**src/rtl/wb_arbiter.sv**
```systemverilog
// wb_arbiter: writeback arbiter in front of the single regfile write port.
//   Merges the in-order main pipe with results from a long-latency unit
//   (mul/div). Long results wait in a small FIFO. The pipe has priority
//   until the queue has lost STARVE_MAX grants in a row. A busy scoreboard
//   tracks registers that still have a long result outstanding.
// Ports:
//   clk, rst                   clock, synchronous active-high reset
//   pipe_valid/ready/we/addr/data   main-pipe result handshake
//   long_valid/ready/addr/data      long-unit result handshake (ready = !full)
//   rsv_en/rsv_addr            issue-time reservation of a long-op destination
//   busy_vec                   1 = long result pending for that register
//   rw_en/rw_addr/rw_data      registered regfile write port
// Optional feature: define WB_BYPASS_EN to add fwd_en/fwd_addr/fwd_data.
//   These outputs show combinationally the values rw_* will take next cycle.
module wb_arbiter #(
  parameter int DATA_W     = 32,
  parameter int REG_W      = 5,
  parameter int REG_NUM    = 32,
  parameter int LQ_DEPTH   = 2,
  parameter int STARVE_MAX = 3
) (
  input  logic               clk,
  input  logic               rst,
  input  logic               pipe_valid,
  output logic               pipe_ready,
  input  logic               pipe_we,
  input  logic [REG_W-1:0]   pipe_addr,
  input  logic [DATA_W-1:0]  pipe_data,
  input  logic               long_valid,
  output logic               long_ready,
  input  logic [REG_W-1:0]   long_addr,
  input  logic [DATA_W-1:0]  long_data,
  input  logic               rsv_en,
  input  logic [REG_W-1:0]   rsv_addr,
  output logic [REG_NUM-1:0] busy_vec,
  output logic               rw_en,
  output logic [REG_W-1:0]   rw_addr,
  output logic [DATA_W-1:0]  rw_data
`ifdef WB_BYPASS_EN
  ,
  output logic               fwd_en,
  output logic [REG_W-1:0]   fwd_addr,
  output logic [DATA_W-1:0]  fwd_data
`endif
);

  localparam int PTR_W = (LQ_DEPTH > 1) ? $clog2(LQ_DEPTH) : 1;
  localparam int CNT_W = $clog2(LQ_DEPTH + 1);
  localparam int ST_W  = $clog2(STARVE_MAX + 1);

  logic [REG_W-1:0]   lq_addr_q [LQ_DEPTH];
  logic [REG_W-1:0]   lq_addr_d [LQ_DEPTH];
  logic [DATA_W-1:0]  lq_data_q [LQ_DEPTH];
  logic [DATA_W-1:0]  lq_data_d [LQ_DEPTH];
  logic [PTR_W-1:0]   wr_ptr_q, wr_ptr_d;
  logic [PTR_W-1:0]   rd_ptr_q, rd_ptr_d;
  logic [CNT_W-1:0]   count_q, count_d;
  logic [ST_W-1:0]    starve_cnt_q, starve_cnt_d;
  logic [REG_NUM-1:0] busy_q, busy_d;
  logic               rw_en_q, rw_en_d;
  logic [REG_W-1:0]   rw_addr_q, rw_addr_d;
  logic [DATA_W-1:0]  rw_data_q, rw_data_d;

  logic               full, empty, push, pop, lq_win;
  logic [REG_W-1:0]   head_addr;
  logic [DATA_W-1:0]  head_data;

  // Grant decision. Only the registered head is visible here, so a result
  // pushed this cycle cannot be granted before the next one.
  always_comb begin
    full       = (count_q == CNT_W'(LQ_DEPTH));
    empty      = (count_q == '0);
    long_ready = !full;
    push       = long_valid && !full;
    lq_win     = !empty && (!pipe_valid || starve_cnt_q == ST_W'(STARVE_MAX));
    pop        = lq_win;
    pipe_ready = !lq_win;
    head_addr  = lq_addr_q[rd_ptr_q];
    head_data  = lq_data_q[rd_ptr_q];
  end

  // Long-result FIFO
  always_comb begin
    lq_addr_d = lq_addr_q;
    lq_data_d = lq_data_q;
    wr_ptr_d  = wr_ptr_q;
    rd_ptr_d  = rd_ptr_q;
    count_d   = count_q;
    if (push) begin
      lq_addr_d[wr_ptr_q] = long_addr;
      lq_data_d[wr_ptr_q] = long_data;
      wr_ptr_d            = wr_ptr_q + 1'b1;
    end
    if (pop) begin
      rd_ptr_d = rd_ptr_q + 1'b1;
    end
    case ({push, pop})
      2'b10:   count_d = count_q + 1'b1;
      2'b01:   count_d = count_q - 1'b1;
      default: count_d = count_q;
    endcase
  end

  // The starvation count advances only when the pipe beats a non-empty queue.
  always_comb begin
    starve_cnt_d = starve_cnt_q;
    if (pop || empty) begin
      starve_cnt_d = '0;
    end else if (pipe_valid && starve_cnt_q != ST_W'(STARVE_MAX)) begin
      starve_cnt_d = starve_cnt_q + 1'b1;
    end
  end

  // Write port. With no grant the address and data hold.
  always_comb begin
    rw_en_d   = 1'b0;
    rw_addr_d = rw_addr_q;
    rw_data_d = rw_data_q;
    if (lq_win) begin
      rw_en_d   = (head_addr != '0);
      rw_addr_d = head_addr;
      rw_data_d = head_data;
    end else if (pipe_valid) begin
      rw_en_d   = pipe_we && (pipe_addr != '0);
      rw_addr_d = pipe_addr;
      rw_data_d = pipe_data;
    end
  end

  // Scoreboard. The set is applied after the clear, so the set wins when
  // both hit the same register.
  always_comb begin
    busy_d = busy_q;
    if (pop) begin
      busy_d[head_addr] = 1'b0;
    end
    if (rsv_en && rsv_addr != '0) begin
      busy_d[rsv_addr] = 1'b1;
    end
    busy_d[0] = 1'b0;
  end

  always_ff @(posedge clk) begin
    if (rst) begin
      lq_addr_q    <= '{default: '0};
      lq_data_q    <= '{default: '0};
      wr_ptr_q     <= '0;
      rd_ptr_q     <= '0;
      count_q      <= '0;
      starve_cnt_q <= '0;
      busy_q       <= '0;
      rw_en_q      <= 1'b0;
      rw_addr_q    <= '0;
      rw_data_q    <= '0;
    end else begin
      lq_addr_q    <= lq_addr_d;
      lq_data_q    <= lq_data_d;
      wr_ptr_q     <= wr_ptr_d;
      rd_ptr_q     <= rd_ptr_d;
      count_q      <= count_d;
      starve_cnt_q <= starve_cnt_d;
      busy_q       <= busy_d;
      rw_en_q      <= rw_en_d;
      rw_addr_q    <= rw_addr_d;
      rw_data_q    <= rw_data_d;
    end
  end

  assign busy_vec = busy_q;
  assign rw_en    = rw_en_q;
  assign rw_addr  = rw_addr_q;
  assign rw_data  = rw_data_q;

`ifdef WB_BYPASS_EN
  assign fwd_en   = rw_en_d;
  assign fwd_addr = rw_addr_d;
  assign fwd_data = rw_data_d;
`endif

endmodule
```
**config.mk**
```make
export PLATFORM = sky130hd
export DESIGN_NAME = wb_arbiter
export DESIGN_NICKNAME = d
export VERILOG_FILES = /design/src/rtl/wb_arbiter.sv
export SDC_FILE = /design/constraint.sdc
export NUM_CORES = 1
export LEC_CHECK = 0
export BUFFER_PORTS_ARGS = -buffer_cell sky130_fd_sc_hd__buf_2
export CAP_MARGIN = 25
export CORE_MARGIN = 2
export CORE_UTILIZATION = 35
export CTS_CLUSTER_DIAMETER = 80
export DETAILED_ROUTE_END_ITERATION = 10
export PLACE_DENSITY = 0.59
export RECOVER_POWER = 50
export SLEW_MARGIN = 30
export SYNTH_ARGS = -nofsm -noshare
export SYNTH_HDL_FRONTEND = slang
export SYNTH_SLANG_ARGS = --single-unit
export TNS_END_PERCENT = 10
```
**constraint.sdc**
```tcl
create_clock -name clk -period 4.83 [get_ports clk]
set_input_delay 0.2415 -clock clk [delete_from_list [all_inputs] [get_ports clk]]
set_output_delay 0.2415 -clock clk [all_outputs]
set_load 0.005 [all_outputs]
```
## Yosys cells after proc, flatten, opt, wreduce, memory -nomap -nowiden

Cells that the tools add are included.

| operators by class | value |
|---|---|
| $add $sub $neg | 5 |
| magnitude comparators | 7 |
| equal/unequal tests | 5 |
| multiplexer cells | 25 |
| bitwise gates (word level) | 5 |
| reductions and logical operators | 21 |

Operator list:

| cell | number |
|---|---|
| two-way mux 32 bit | 8 |
| bitwise mux 64 bit | 1 |
| AND 32 bit | 1 |
| demux 32 bit (select 1 bit) | 1 |
| inverter 32 bit | 1 |
| bitwise OR 32 bit | 1 |
| two-way mux 5 bit | 6 |
| nonzero test 5 bit | 3 |
| less-than comparator 5 x 6 -> 1 bit, second input constant | 2 |
| bitwise mux 10 bit | 1 |
| demux 1 bit (select 5 bit) | 2 |
| greater-or-equal comparator 5 x 1 -> 1 bit, second input constant | 2 |
| logical AND 1 bit | 8 |
| equality test 2 bit, second input constant | 3 |
| demux 5 bit (select 1 bit) | 1 |
| adder 2 x 1 -> 2 bit, second input constant | 2 |
| greater-or-equal comparator 2 bit, second input constant | 2 |
| logical NOT 1 bit | 4 |
| two-way mux 1 bit | 4 |
| inverter 1 -> 2 bit | 2 |
| case mux 2 bit (2 select lines) | 1 |
| nonzero test 2 bit | 2 |
| adder 1 bit, second input constant | 2 |
| equality test 2 x 1 -> 1 bit, second input constant | 1 |
| 6 further kinds | 7 |

| word-level totals | value |
|---|---|
| flip-flop bits (word level) | 150 |
| input bits | 85 |
| output and inout bits | 72 |
| word-level logic and storage cells | 81 |

## Longest topological paths before layout

| logic depth | value |
|---|---|
| word-level depth | 13 |
| mapped depth | 8 |
| depth with buffers taken out | 7 |

## Worst setup path after synthesis

Ideal clock, no wire load.

| timing path | value |
|---|---|
| path type | register to register |
| start point | register starve_cnt_q[0] |
| end point | register count_q[1] |
| setup time | 0.070 ns |
| data arrival time | 1.680 ns |
| data required time | 4.760 ns |
| setup slack | 3.080 ns |
| cell stages (with the launch flop) | 8 |
| buffers on the path | 1 |
| cell sequence | dfxtp_1 -> ha_1 -> nor2b_1 -> nor2_1 -> buf_2 -> ha_1 -> or3_1 -> a21oi_1 |

| between the ends | value |
|---|---|
| cells in the longest elaborated chain, start to end | 5 |
| elaborated cells between the ends (all ways) | 7 |

Ends and longest elaborated chain:

| item | line | text |
|---|---|---|
| from (decl) | 58 | `logic [ST_W-1:0] starve_cnt_q, starve_cnt_d;` |
| from (signal assigned) | 161 | `starve_cnt_q <= starve_cnt_d;` |
| equality test 2 bit * | 75 | `lq_win = !empty && (!pipe_valid \|\| starve_cnt_q == ST_W'(STARVE_MAX));` |
| logical OR 1 bit * | 75 |  |
| logical AND 1 bit * | 75 |  |
| equality test 2 x 1 -> 1 bit or equality test 2 bit (tied branches) | 97 | `case ({push, pop})` |
| case mux 2 bit (2 select lines) or nonzero test 2 bit (tied branches) | -- |  |
| to (signal assigned) | 160 | `count_q <= count_d;` |
| to (decl) | 57 | `logic [CNT_W-1:0] count_q, count_d;` |

Mark *: on every way between the ends. The rest lies on a longest branch, timed or not.
A chain may end at the register's enable or synchronous reset.

## Worst setup path in the final report

| timing path | value |
|---|---|
| start point | register starve_cnt_q[0] |
| end point | register busy_q[10], in the netlist busy_vec[10] |

| between the ends | value |
|---|---|
| cells in the longest elaborated chain, start to end | 6 |

Ends and longest elaborated chain:

| item | line | text |
|---|---|---|
| equality test 2 bit * | 75 |  |
| logical OR 1 bit * | 75 |  |
| logical AND 1 bit * | 75 |  |
| two-way mux 32 bit * | 134 | `if (pop) begin` |
| bitwise OR 32 bit (no source line) | -- |  |
| two-way mux 32 bit * | 137 | `if (rsv_en && rsv_addr != '0) begin` |
| to (signal assigned) | 162 | `busy_q <= busy_d;` |
| to (decl) | 59 | `logic [REG_NUM-1:0] busy_q, busy_d;` |

Marked as above.

==> flow_summary_export.csv <==
group,metric,value,unit
yosys,yosys-top-cells-area,"dfxtp_1 47%, nand2_1 11%, a21oi_1 9.0%",
hold_path,holdPathStages,3,
timing,rsz0062_at_grt,"false",
placement,gp_congestion,0.778,
critical_path,worst_path_max_delay_cell,"nand2b_1",
pwr,p_int,2.70,mW
clock_network,numCtsBuffers,17,
yosys,synth.distinct_cells,34,
job,cap_violations,3,
timing,worst_slew_pin_slew,2.01,ns
clock_network,cts_setup_buffers,0,
final_layout,final_core_util,44.4,%
yosys,synth_mux_area_share,6.61,%
hold_path,hold_path.class,"in2reg",
timing,finClkSkew,0.00917,ns
route,firstDrtPassIters,4,
floorplanning,die_x,138,µm
pwr,p_seq_share,37.7,%
placement,numPortBuffers,155,
clock_network,h-tree-depth,4,
placement,dp_slack,2.47,ns
critical_path,arrival,3.40,ns
status,violations,"max-capacitance violations, max-slew violations",
critical_path,r2r_cells,5,
yosys,synth_flop_cell,"dfxtp_1",
critical_path,crit_path_max_fanout,41,
timing,period_minus_slack,3.10,ns
global_route,antenna_found_initial,3,
status,outcome,"complete, but fails checks",
route,post_drt_wl_per_cell,15.7,µm
critical_path,criticalPathCategory,"reg2reg",
yosys,yosysMostFrequentCell,"nand2_1",
pwr,combinationalPowerShare,27.4,%
critical_path,cp.required,5.13,ns
clock_network,clock-root-buffer,"clkbuf_16",
clock_network,insertion_delay,0.42,ns
critical_path,cp_slowest_stage_delay,1.22,ns
pwr,cellPowerDensity,523,nW/µm²
yosys,synth_seq_cells,149,
floorplanning,die-area,19000,µm²
yosys,syn_avg_cell_area,8.08,µm²
floorplanning,num_rows,48,
global_route,grt.total_usage,18.9,%
route,ant_nets,0,
global_route,grt_max_degree,87,
yosys,yosys.area_share.simple,21.7,%
clock_network,cts_resized,0,
yosys,synth_warnings,0,
route,drt_wl_total,17900,µm
yosys,synth_fa_ha_area_share,0.398,%
timing,drv_slew,107,
pwr,switchingPower,1.35,mW
yosys,synth_top_area_share,47.5,%
clock_network,hold_buffers,0,
critical_path,start_kind,"register",
timing,setup_slack,1.73,ns
timing,fmax,322,MHz
yosys,yosys.area.top_type,"dfxtp_1",
global_route,overflow,0,
floorplanning,die_y,138,µm
yosys,ys_async_sr_fraction,0,%
critical_path,crit_chain,"ha_1, nand2b_1, nand4_1, o21ai_0, o21ai_0",
floorplanning,core_area,17400,µm²
critical_path,reg2reg_slack,1.73,ns
pwr,power_frac_clock,34.9,%
final_layout,nets,984,
hold_path,holdPathEnd,"lq_data_q[58]",
critical_path,r2r-end,"busy_vec[10]",
clock_network,cts_buffer_depth,2,
yosys,yosysSeqAreaShare,47.5,%
floorplanning,io_pins,157,
clock_network,path_clk_slew,0.06,ns
global_route,grt_pass1_vias,5257,
route,drc,0,
clock_network,cts_tree,"done",
critical_path,r2r-start,"starve_cnt_q[0]",
placement,place_hpwl,11200,µm
timing,setup_tns,0,ns
timing,max_slew_margin,-34.1,%
yosys,synth_edf_count,0,
yosys,synth_fp_nets,864,
timing,post-route-period-util,64.2,%
yosys,synth_compound_area_share,18.8,%
floorplanning,initial_core_util,36.1,%
final_layout,area_growth,23.1,%
timing,hold_violations,0,
route,viasPerCell,4.98,
pwr,netSwitchingFraction,33.3,%
timing,finalSetupViolations,0,
pwr,peakVddDrop,0.278,mV
yosys,synth_xor_xnor_area_share,0.418,%
yosys,postSynthCellCount,777,
yosys,syn_area,6280,µm²
route,drt_first_iter_violations,298,
placement,placed_area,7130,µm²
critical_path,cp_common_cell,"o21ai_0",
route,vias,5667,
critical_path,endpoint_kind,"register",
pwr,leakage,2.85,nW
global_route,grt_pass1_wl,27700,µm
yosys,synth_common_cells,"191 x nand2_1, 149 x dfxtp_1, 113 x a21oi_1",
hold_path,hp-start,"long_data[26]",
final_layout,layout-drive-gt1-share,17.5,%
clock_network,cts_sinks,149,
final_layout,design_area,7730,µm²
yosys,synth_top_family_by_area,"simple AND/OR/NAND/NOR gates",
how the worst max path moves through the flow:
stage / from / to / cells past startpoint
global route: starve_cnt_q[0] / busy_vec[26] / 5
CTS: count_q[0] / count_q[1] / 5
global placement: pipe_valid / count_q[1] / 6
floorplan: starve_cnt_q[0] / count_q[1] / 7
detailed placement: pipe_valid / count_q[1] / 6
finish: starve_cnt_q[0] / busy_vec[10] / 5
registers in the layout (all words and copies together) (netlist names):
name / cells
wr_ptr_q: 1
rw_en: 1
lq_addr_q: 10
rd_ptr_q: 1
rw_addr: 5
busy_vec: 31
rw_data: 32
lq_data_q: 64
count_q: 2
starve_cnt_q: 2
logic make-up (layout without fill, tap and decap cells):
family / after synthesis / after routing
fa+ha+maj: 2 / 2
buf+inv: 63 / 196
other cells: 1 / 3
flops: 149 / 149
xor+xnor: 3 / 3
mux: 40 / 40
simple gates: 303 / 303
compound gates: 216 / 216
power groups by stage:
stage,logic (mW),registers (mW),clock network (mW)
2_1_floorplan,0.771,1.53,0
3_3_place_gp,1.10,1.54,0
3_5_place_dp,1.11,1.55,0
4_1_cts,1.11,1.52,1.44
5_1_grt,1.23,1.55,1.49
6_report,1.11,1.52,1.41
routing by layer:
metal  vias to the layer above  GRT usage [%]  share of wire (%)
met5                         -              0              0.067
met4                         2           5.78               0.95
met3                        15           4.86                5.2
met2                       135           30.3                 47
met1                      2598           25.1                 47
li1                       2917              -                  -
cell type report:
type / count / area (µm²)
well taps: 225 / 282
diodes: 2 / 5.00
flip-flops and latches: 149 / 2980
repair buffers: 163 / 808
inverters: 1 / 3.75
multi-input cells: 565 / 3020
clock buffers: 18 / 429
clock inverters: 14 / 200
fillers: 1846 / 9680
per-stage QoR:
step	total power, mW	std cells	hold slack (ns)
floorplan	2.30	777	0.377
global route	4.27	1136	0.0553
global placement	2.64	1101	0.418
CTS	4.07	1133	0.0436
detailed placement	2.66	1101	0.428
finish	4.04	1137	0.0631
cell usage in the layout, fill, tap and decap left out, drive strengths merged:
cell | Yosys | layout
o311a | 1 | 1
o22ai | 1 | 1
diode | 0 | 2
or3 | 8 | 8
conb | 1 | 1
nand2b | 2 | 2
and3b | 1 | 1
o211ai | 38 | 38
inv | 1 | 4
nor4b | 1 | 1
xnor2 | 2 | 2
clkbuf | 35 | 62
nand4 | 3 | 3
buf | 27 | 119
mux2i | 37 | 37
nor2 | 9 | 9
xor2 | 1 | 1
mux2 | 3 | 3
nor2b | 35 | 35
nand3b | 2 | 2
clkinv | 0 | 4
nand3 | 46 | 46
and3 | 1 | 1
bufinv | 0 | 4
a21oi | 113 | 113
or2 | 1 | 1
nand2 | 191 | 191
o21ai | 63 | 63
or4 | 2 | 2
dfxtp | 149 | 149
nor4 | 1 | 1
clkinvlp | 0 | 3
ha | 2 | 2
worst max-delay path: cells and delay by family, from the launching register on:
kind	cells	cell delay [ns]
adder cells (fa/ha/maj)	1	0.16
AND/OR/NAND/NOR	2	2.02
flip-flops	1	0.33
AO/OA/AOI/OAI	2	0.47
Note: power is estimated with default switching activity, not from simulation.
